--- src/rtl/systolic_skew_feeder.sv ---
// systolic_skew_feeder: accepts one N-lane column vector per handshake and
// re-emits it diagonally skewed (lane i delayed i extra cycles) for the LU
// systolic array, framing vectors into matrices and reporting frame length.
module systolic_skew_feeder #(
    parameter int unsigned SZ = 8,
    parameter int unsigned N  = 4,
    parameter int unsigned CW = 8
) (
    input  logic            clk,
    input  logic            rst_n,
    input  logic            in_valid,
    output logic            in_ready,
    input  logic [N*SZ-1:0] in_data,
    input  logic            in_last,
    output logic [N*SZ-1:0] lane_data,
    output logic [N-1:0]    lane_valid,
    output logic            frame_done,
    output logic [CW-1:0]   frame_len
);

    // Drain counter needs to hold N-2 (at least one bit so N=1,2 stay legal)
    localparam int unsigned DW = (N > 2) ? $clog2(N) : 1;
    localparam logic [DW-1:0] DRAIN_INIT = DW'((N > 1) ? (N - 2) : 0);

    localparam logic [1:0] ST_IDLE   = 2'd0;
    localparam logic [1:0] ST_STREAM = 2'd1;
    localparam logic [1:0] ST_DRAIN  = 2'd2;

    logic [1:0]    r_state;
    logic [1:0]    w_state_nxt;
    logic [DW-1:0] r_dcnt;
    logic [DW-1:0] w_dcnt_nxt;
    logic          r_ready;
    logic          w_ready_nxt;
    logic [CW-1:0] r_cnt;
    logic [CW-1:0] w_len;
    logic          w_xfer;
    logic          w_xfer_last;

    assign w_xfer      = in_valid & r_ready;
    assign w_xfer_last = w_xfer & in_last;
    // Length of the frame closed by this transfer, including the transfer itself
    assign w_len       = r_cnt + CW'(1);

    // Next-state: frame tracking and the N-1 cycle skew drain after a last vector
    always_comb begin
        w_state_nxt = r_state;
        w_dcnt_nxt  = r_dcnt;
        case (r_state)
            ST_IDLE, ST_STREAM: begin
                if (w_xfer) begin
                    if (in_last) begin
                        if (N > 1) begin
                            w_state_nxt = ST_DRAIN;
                            w_dcnt_nxt  = DRAIN_INIT;
                        end else begin
                            w_state_nxt = ST_IDLE;
                        end
                    end else begin
                        w_state_nxt = ST_STREAM;
                    end
                end
            end
            ST_DRAIN: begin
                if (r_dcnt == '0) begin
                    w_state_nxt = ST_IDLE;
                end else begin
                    w_dcnt_nxt = r_dcnt - DW'(1);
                end
            end
            default: begin
                w_state_nxt = ST_IDLE;
                w_dcnt_nxt  = '0;
            end
        endcase
        w_ready_nxt = (w_state_nxt != ST_DRAIN);
    end

    // State register; ready is registered alongside so it rises one cycle after reset release
    always_ff @(posedge clk) begin
        if (!rst_n) begin
            r_state <= ST_IDLE;
            r_dcnt  <= '0;
            r_ready <= 1'b0;
        end else begin
            r_state <= w_state_nxt;
            r_dcnt  <= w_dcnt_nxt;
            r_ready <= w_ready_nxt;
        end
    end

    // Vector counter for the current frame; wraps naturally modulo 2^CW
    always_ff @(posedge clk) begin
        if (!rst_n) begin
            r_cnt <= '0;
        end else if (w_xfer) begin
            r_cnt <= in_last ? '0 : w_len;
        end
    end

    assign in_ready = r_ready;

    // Per-lane skew pipelines: lane i is i+1 registers deep, bubbles carry zero data
    for (genvar i = 0; i < N; i++) begin : g_lane
        logic [SZ-1:0] r_d [i+1];
        logic          r_v [i+1];

        // Shift the lane element and its valid flag one stage per cycle
        always_ff @(posedge clk) begin
            if (!rst_n) begin
                for (int j = 0; j < i + 1; j++) begin
                    r_d[j] <= '0;
                    r_v[j] <= 1'b0;
                end
            end else begin
                r_d[0] <= w_xfer ? in_data[i*SZ +: SZ] : '0;
                r_v[0] <= w_xfer;
                for (int j = 1; j < i + 1; j++) begin
                    r_d[j] <= r_d[j-1];
                    r_v[j] <= r_v[j-1];
                end
            end
        end

        assign lane_data[i*SZ +: SZ] = r_d[i];
        assign lane_valid[i]         = r_v[i];
    end

    // Last-flag and length travel with lane N-1; length stages hold between frames
    logic          r_last_sh [N];
    logic [CW-1:0] r_len_sh  [N];

    // Frame completion pipeline matched to the deepest lane
    always_ff @(posedge clk) begin
        if (!rst_n) begin
            for (int k = 0; k < N; k++) begin
                r_last_sh[k] <= 1'b0;
                r_len_sh[k]  <= '0;
            end
        end else begin
            r_last_sh[0] <= w_xfer_last;
            if (w_xfer_last) begin
                r_len_sh[0] <= w_len;
            end
            for (int k = 1; k < N; k++) begin
                r_last_sh[k] <= r_last_sh[k-1];
                if (r_last_sh[k-1]) begin
                    r_len_sh[k] <= r_len_sh[k-1];
                end
            end
        end
    end

    assign frame_done = r_last_sh[N-1];
    assign frame_len  = r_len_sh[N-1];

endmodule

--- config.mk ---
export PLATFORM = sky130hd
export DESIGN_NAME = systolic_skew_feeder
export DESIGN_NICKNAME = d
export VERILOG_FILES = /design/src/rtl/systolic_skew_feeder.sv
export SDC_FILE = /design/constraint.sdc
export NUM_CORES = 1
export LEC_CHECK = 0
export BUFFER_PORTS_ARGS = -buffer_cell sky130_fd_sc_hd__buf_2
export CAP_MARGIN = 0
export CORE_ASPECT_RATIO = 0.5
export CORE_MARGIN = 4
export CORE_UTILIZATION = 45
export DETAILED_ROUTE_END_ITERATION = 8
export PLACE_DENSITY = 0.67
export SLEW_MARGIN = 20
export SYNTH_ARGS = -nofsm -noshare
export SYNTH_HDL_FRONTEND = slang
export SYNTH_SLANG_ARGS = --single-unit
--- constraint.sdc ---
create_clock -name clk -period 2.65 [get_ports clk]
set_input_delay 0.265 -clock clk [delete_from_list [all_inputs] [get_ports clk]]
set_output_delay 0.265 -clock clk [all_outputs]
set_load 0.01 [all_outputs]
; ---- After elaboration in Yosys (flattened, before gate mapping)
; Memories as Yosys holds them, arrays and structs flattened.
; Index checks and enable logic that the tools add are counted.
[op_classes]
reduce_logical = 6
bitwise_logic = 28
n_shift = 0
n_mux = 57
n_mul = 0
n_addsub = 2
div = 0
n_lt_le_gt_ge = 0
eq_ne = 6
[ops]
columns = cell, count
row1 = two-way mux 8 bit, 19
row2 = two-way mux 1 bit, 30
row3 = bitwise OR 1 bit, 26
row4 = two-way mux 2 bit, 6
row5 = adder 8 x 1 -> 8 bit (second input constant), 1
row6 = inequality test 2 bit (second input constant), 4
row7 = case mux 2 bit (2 select lines), 2
row8 = OR reduction 8 bit, 1
row9 = zero test 2 bit, 2
row10 = AND reduction 3 bit, 1
row11 = AND 1 bit, 2
row12 = equality test 2 x 1 -> 1 bit (second input constant), 1
row13 = equality test 2 bit (second input constant), 1
row14 = OR reduction 2 bit, 1
row15 = subtractor 2 x 1 -> 2 bit (second input constant), 1
row16 = OR reduction 1 bit, 1
[word_totals]
memories = 10
ramBits = 126
latch_bits = 0
inputBits = 36
mem_bits_ro = 0
out_inout_bits = 46
wordCells = 113
reg_bits = 13
[mem_list]
columns = memory, depth, width, read_ports, rd_ports_with_merged_regs, wr, line
row1 = g_lane[3].r_d, 4, 8, 4, 0, 4, 105  ; logic [SZ-1:0] r_d [i+1];
row2 = r_len_sh, 4, 8, 4, 0, 4, 131  ; logic [CW-1:0] r_len_sh [N];
row3 = g_lane[2].r_d, 3, 8, 3, 0, 3, 105
row4 = g_lane[1].r_d, 2, 8, 2, 0, 2, 105
row5 = g_lane[0].r_d, 1, 8, 1, 0, 1, 105
row6 = g_lane[3].r_v, 4, 1, 4, 0, 4, 106  ; logic r_v [i+1];
row7 = +4 memories, n/a, n/a, n/a, n/a, n/a, n/a

; ---- Longest topological paths before layout
[logic_depth]
ltp_word = 6
mapped_depth = 5
depth_no_buf = 5

; ---- Worst setup path after synthesis
; OpenSTA, ideal clock, no wires.
[synth_path]
kind = reg2reg
startpoint = reg r_cnt[0]
endpoint = reg r_cnt[6]
synth_period_minus_slack_ns = 1.450
stages_incl_launch_ff = 5
arrival_ns = 1.379
setup_slack_ns = 1.200
t_required_ns = 2.578
setup_ns = 0.072
path_buffers = 0
cell_sequence = dfxtp_1 -> ha_1 -> nand2_1 -> or4_1 -> a21oi_1
[synth_via]
elab_chain_cells = 2
[synth_lines]
columns = item, line
row1 = start: declaration, 35  ; logic [CW-1:0] r_cnt;
row2 = start signal: assignment, 97  ; r_cnt <= in_last ? '0 : w_len;
row3 = adder 8 x 1 -> 8 bit, 43  ; assign w_len = r_cnt + CW'(1);
row4 = two-way mux 8 bit, 97
; Every way passes these cells.
; A chain may end at the register's enable or synchronous reset.

; ---- Final worst setup path
; Ends and elaborated chain as after synthesis.

==> key figures <==
Timing
  – Worst-case clock skew: approximately 0.0060 ns
  – Final hold vios: 0
  – Setup Viol. Count Final: 0
  – Slew headroom: roughly 76%
  – Fin crit share: slightly above 60%
  – Slew @ Worst Pin: approximately 0.36 ns
  – RSZ-0062 raised after global routing: false
  – Tmin final: approximately 1.6 ns
  – Fin. max-slew vios: 0
  – Max Freq: 607 MHz
  – Setup TNS: 0 ns

Clock tree
  – Clk sinks: 137
  – Hold Buf Count CTS: 0
  – H-tree depth: 4
  – Clock buffer depth: 2
  – CTS tree: yes
  – Clock root buffer: clkbuf_16
  – Clock-pin slew on the worst setup and hold paths: 0.06 ns
  – Gates resized, CTS repair: 0
  – Setup bufs post-CTS: 0
  – Worst-Skew Late Latency: 0.40 ns
  – CTS Buf Count: 17

Final layout
  – Fin nets: 473
  – Layout cells sized above 1: 27.2%
  – Synth-to-layout area growth: 21.7%
  – Post-route insts no fill: between 500 and 600
  – # fillers: 820
  – ANT cells: 0

Setup path
  – CP delay by family, top: simple AND/OR/NAND/NOR gates
  – Crit Path Class: register to register
  – Critical-path cell list: ha_1 > nand2_1 > or4_1 > a21oi_1
  – Crit start category: register
  – Crit path buf inv count: 0
  – RR Startpoint: r_cnt[0]
  – Critical Path RT: 2.97 ns
  – Worst Path Max Fanout: 6
  – Critical path's slowest cell: or4_1
  – CP Data Arrival Time: 1.97 ns
  – R2R cell count: 4
  – Crit end category: register
  – R2R Setup Slk: 1.00 ns
  – Delay of the slowest critical-path stage: ~0.51 ns
  – R2R Path End: r_cnt[6]

GRT
  – Initial antenna violation count: 0
  – GR Layer Usage met3: 6.10%
  – Met1 Usage GRT: 14.2%
  – Number of global-route vias before repair: 2598
  – Pin count of the biggest net entering global routing: 43
  – Met2 GRT Util: 21.4%
  – Tot GR Track Use: 12.7%
  – Most utilized layer in the global route result: met2
  – Overflow after GRT: 0
  – First-pass GRT wire length: 11.7 mm

Place
  – Inst Count DP: roughly 550
  – DP HPWL: 4.55 mm
  – IO buf count: 81
  – Routability cong.: 0.755

Min path
  – Hold endpoint: g_lane[2].r_d[0][6]
  – Worst Hold Depth: 2
  – Min-delay worst type: primary input to register
  – HP Start: in_data[22]

Yosys
  – Ys Warns: 0
  – EDFF count, synth: 32
  – Yosys top cell area share: 46.7%
  – Count leader, synth: dfxtp_1
  – Most common library cells after synthesis: dfxtp_1, and2_1, edfxtp_1
  – Syn nets: 407
  – Syn avg cell area: 12.2 sq um
  – #FFs+latches synth: approximately 140
  – Cells after synthesis: ~370
  – Sequential fraction of the synthesis area: 68.0%
  – Post-synth ARST share: 0%
  – Area contributors post-synth: dfxtp_1, edfxtp_1, and2_1, and3_1, buf_4
  – Synth unique cells: 36
  – Post-synth top flop: dfxtp_1
  – Most area-hungry cell type in the Yosys netlist: dfxtp_1
  – Mapped cell area: 0.00450 sq mm

Routing
  – Vias: 2601
  – Vias/cell: 4.46
  – WL final: 6.94 mm
  – DR DRC count: 0
  – Drt initial violations: around 160
  – Wire length per cell: 11.9 um
  – Final ANT Viol Nets: 0
  – First-pass iteration count of the detailed router: 4

Power and ir drop
  – Sw frac: 21.1%
  – Clock power share: 50.5%
  – P_int: 3.71 mW
  – PwrDens: 858 mW/mm^2
  – Pleak: 2.44 nW
  – Sequential power share: 46.9%
  – Total net switching power: 0.993 mW
  – Combinational share of power: under 10%
  – VDD IR max: 0.532 mV

Die
  – FP Rows: 25
  – Chip Width: 149 um
  – Initial Util: 46.9%
  – Die area: 0.0118 sq mm
  – Core ar.: ~0.0096 sq mm
  – # IOs: slightly above 80
  – Die Height: 78.7 um

Flow run
  – Maxcap violations: 0

Run status
  – Run status: completed
[power by group through the flow]
stage / sequential (mW) / clock, mW / combinational, mW
final: 2.20 / 2.38 / 0.122
after global routing: 2.21 / 2.54 / 0.140
after CTS: 2.20 / 2.44 / 0.126
after detailed placement: 2.25 / 0 / 0.125
after global placement: 2.25 / 0 / 0.123
after floorplan: 2.25 / 0 / 0.0724
[registers in the layout (all words and copies together), names as in the netlist]
signal and flops:
r_cnt 8, r_state 2, r_last_sh 4, g_lane.r_d 80
g_lane.r_v 8, r_dcnt 2, in_ready 1, r_len_sh 32
[per-stage QoR]
stage	total power, mW	setup slack (ns)	hold slack, ns	instance area, sq um	util, %
2_1_floorplan	2.32	1.20	0.387	4500	-
3_3_place_gp	2.37	1.10	0.413	4870	50.7
3_5_place_dp	2.37	1.02	0.417	4870	50.7
4_1_cts	4.77	1.00	0.0386	5480	57.0
5_1_grt	4.89	0.875	0.0371	5480	57.0
6_report	4.70	1.00	0.0559	5480	57.0
[worst max-delay path by stage]
stage                         from  endpoint  slack [ns]  depth (start not counted)
after detailed placement  r_cnt[0]  r_cnt[6]        1.02                          4
final                     r_cnt[0]  r_cnt[6]        1.00                          4
after CTS                 r_cnt[0]  r_cnt[6]        1.00                          4
after global routing      r_cnt[0]  r_cnt[6]        0.87                          4
after floorplan           r_cnt[0]  r_cnt[6]        1.20                          4
after global placement    r_cnt[0]  r_cnt[6]        1.10                          4
[worst register-to-register path: cells and delay by family, from the launching register on]
kind / cells / cell delay, ns
AND/OR/NAND/NOR: 2 / 0.64
adder cells (fa/ha/maj): 1 / 0.32
flip-flops: 1 / 0.47
AO/OA/AOI/OAI: 1 / 0.14
[layer usage]
| metal | part of all wire [%] | wire [um] |
|---|---|---|
| met4 | 0.69 | 48 |
| met3 | 7.7 | 537 |
| met1 | 45 | 3090 |
| met5 | 0 | 0 |
| met2 | 47 | 3270 |
[layout by cell type, fill, tap and decap left out, types with 4 or more instances in the layout]
master and count:
dfxtp_1 105, and2_1 89, buf_2 81, edfxtp_1 32
and3_1 28, clkbuf_16 18, a21oi_1 10, o21ai_0 9
nand2_1 8, nor2_1 8, a31oi_1 5, inv_1 4
inv_6 4
[logic make-up (layout without fill, tap and decap cells)]
logic type	after synthesis	after routing	synth area share, %
AOI/OAI and AO/OA	29	29	3.78
xor gates and xnor gates	3	3	0.584
adders and majority gates	2	2	0.556
buffers and inverters	42	121	5.56
DFF	137	137	68.0
and+or+nand+nor	156	156	21.5
[area by class of cell]
class	count	area (sq um)	area share, %
clock buffer	19	454	8.29
clock inverter	13	156	2.86
inverter	5	18.8	0.343
multi-input combinational	190	1190	21.7
sequential	137	3060	55.9
tap	135	169	3.08
timing repair buffer	84	428	7.81
Power figures use the tool's default switching activity.
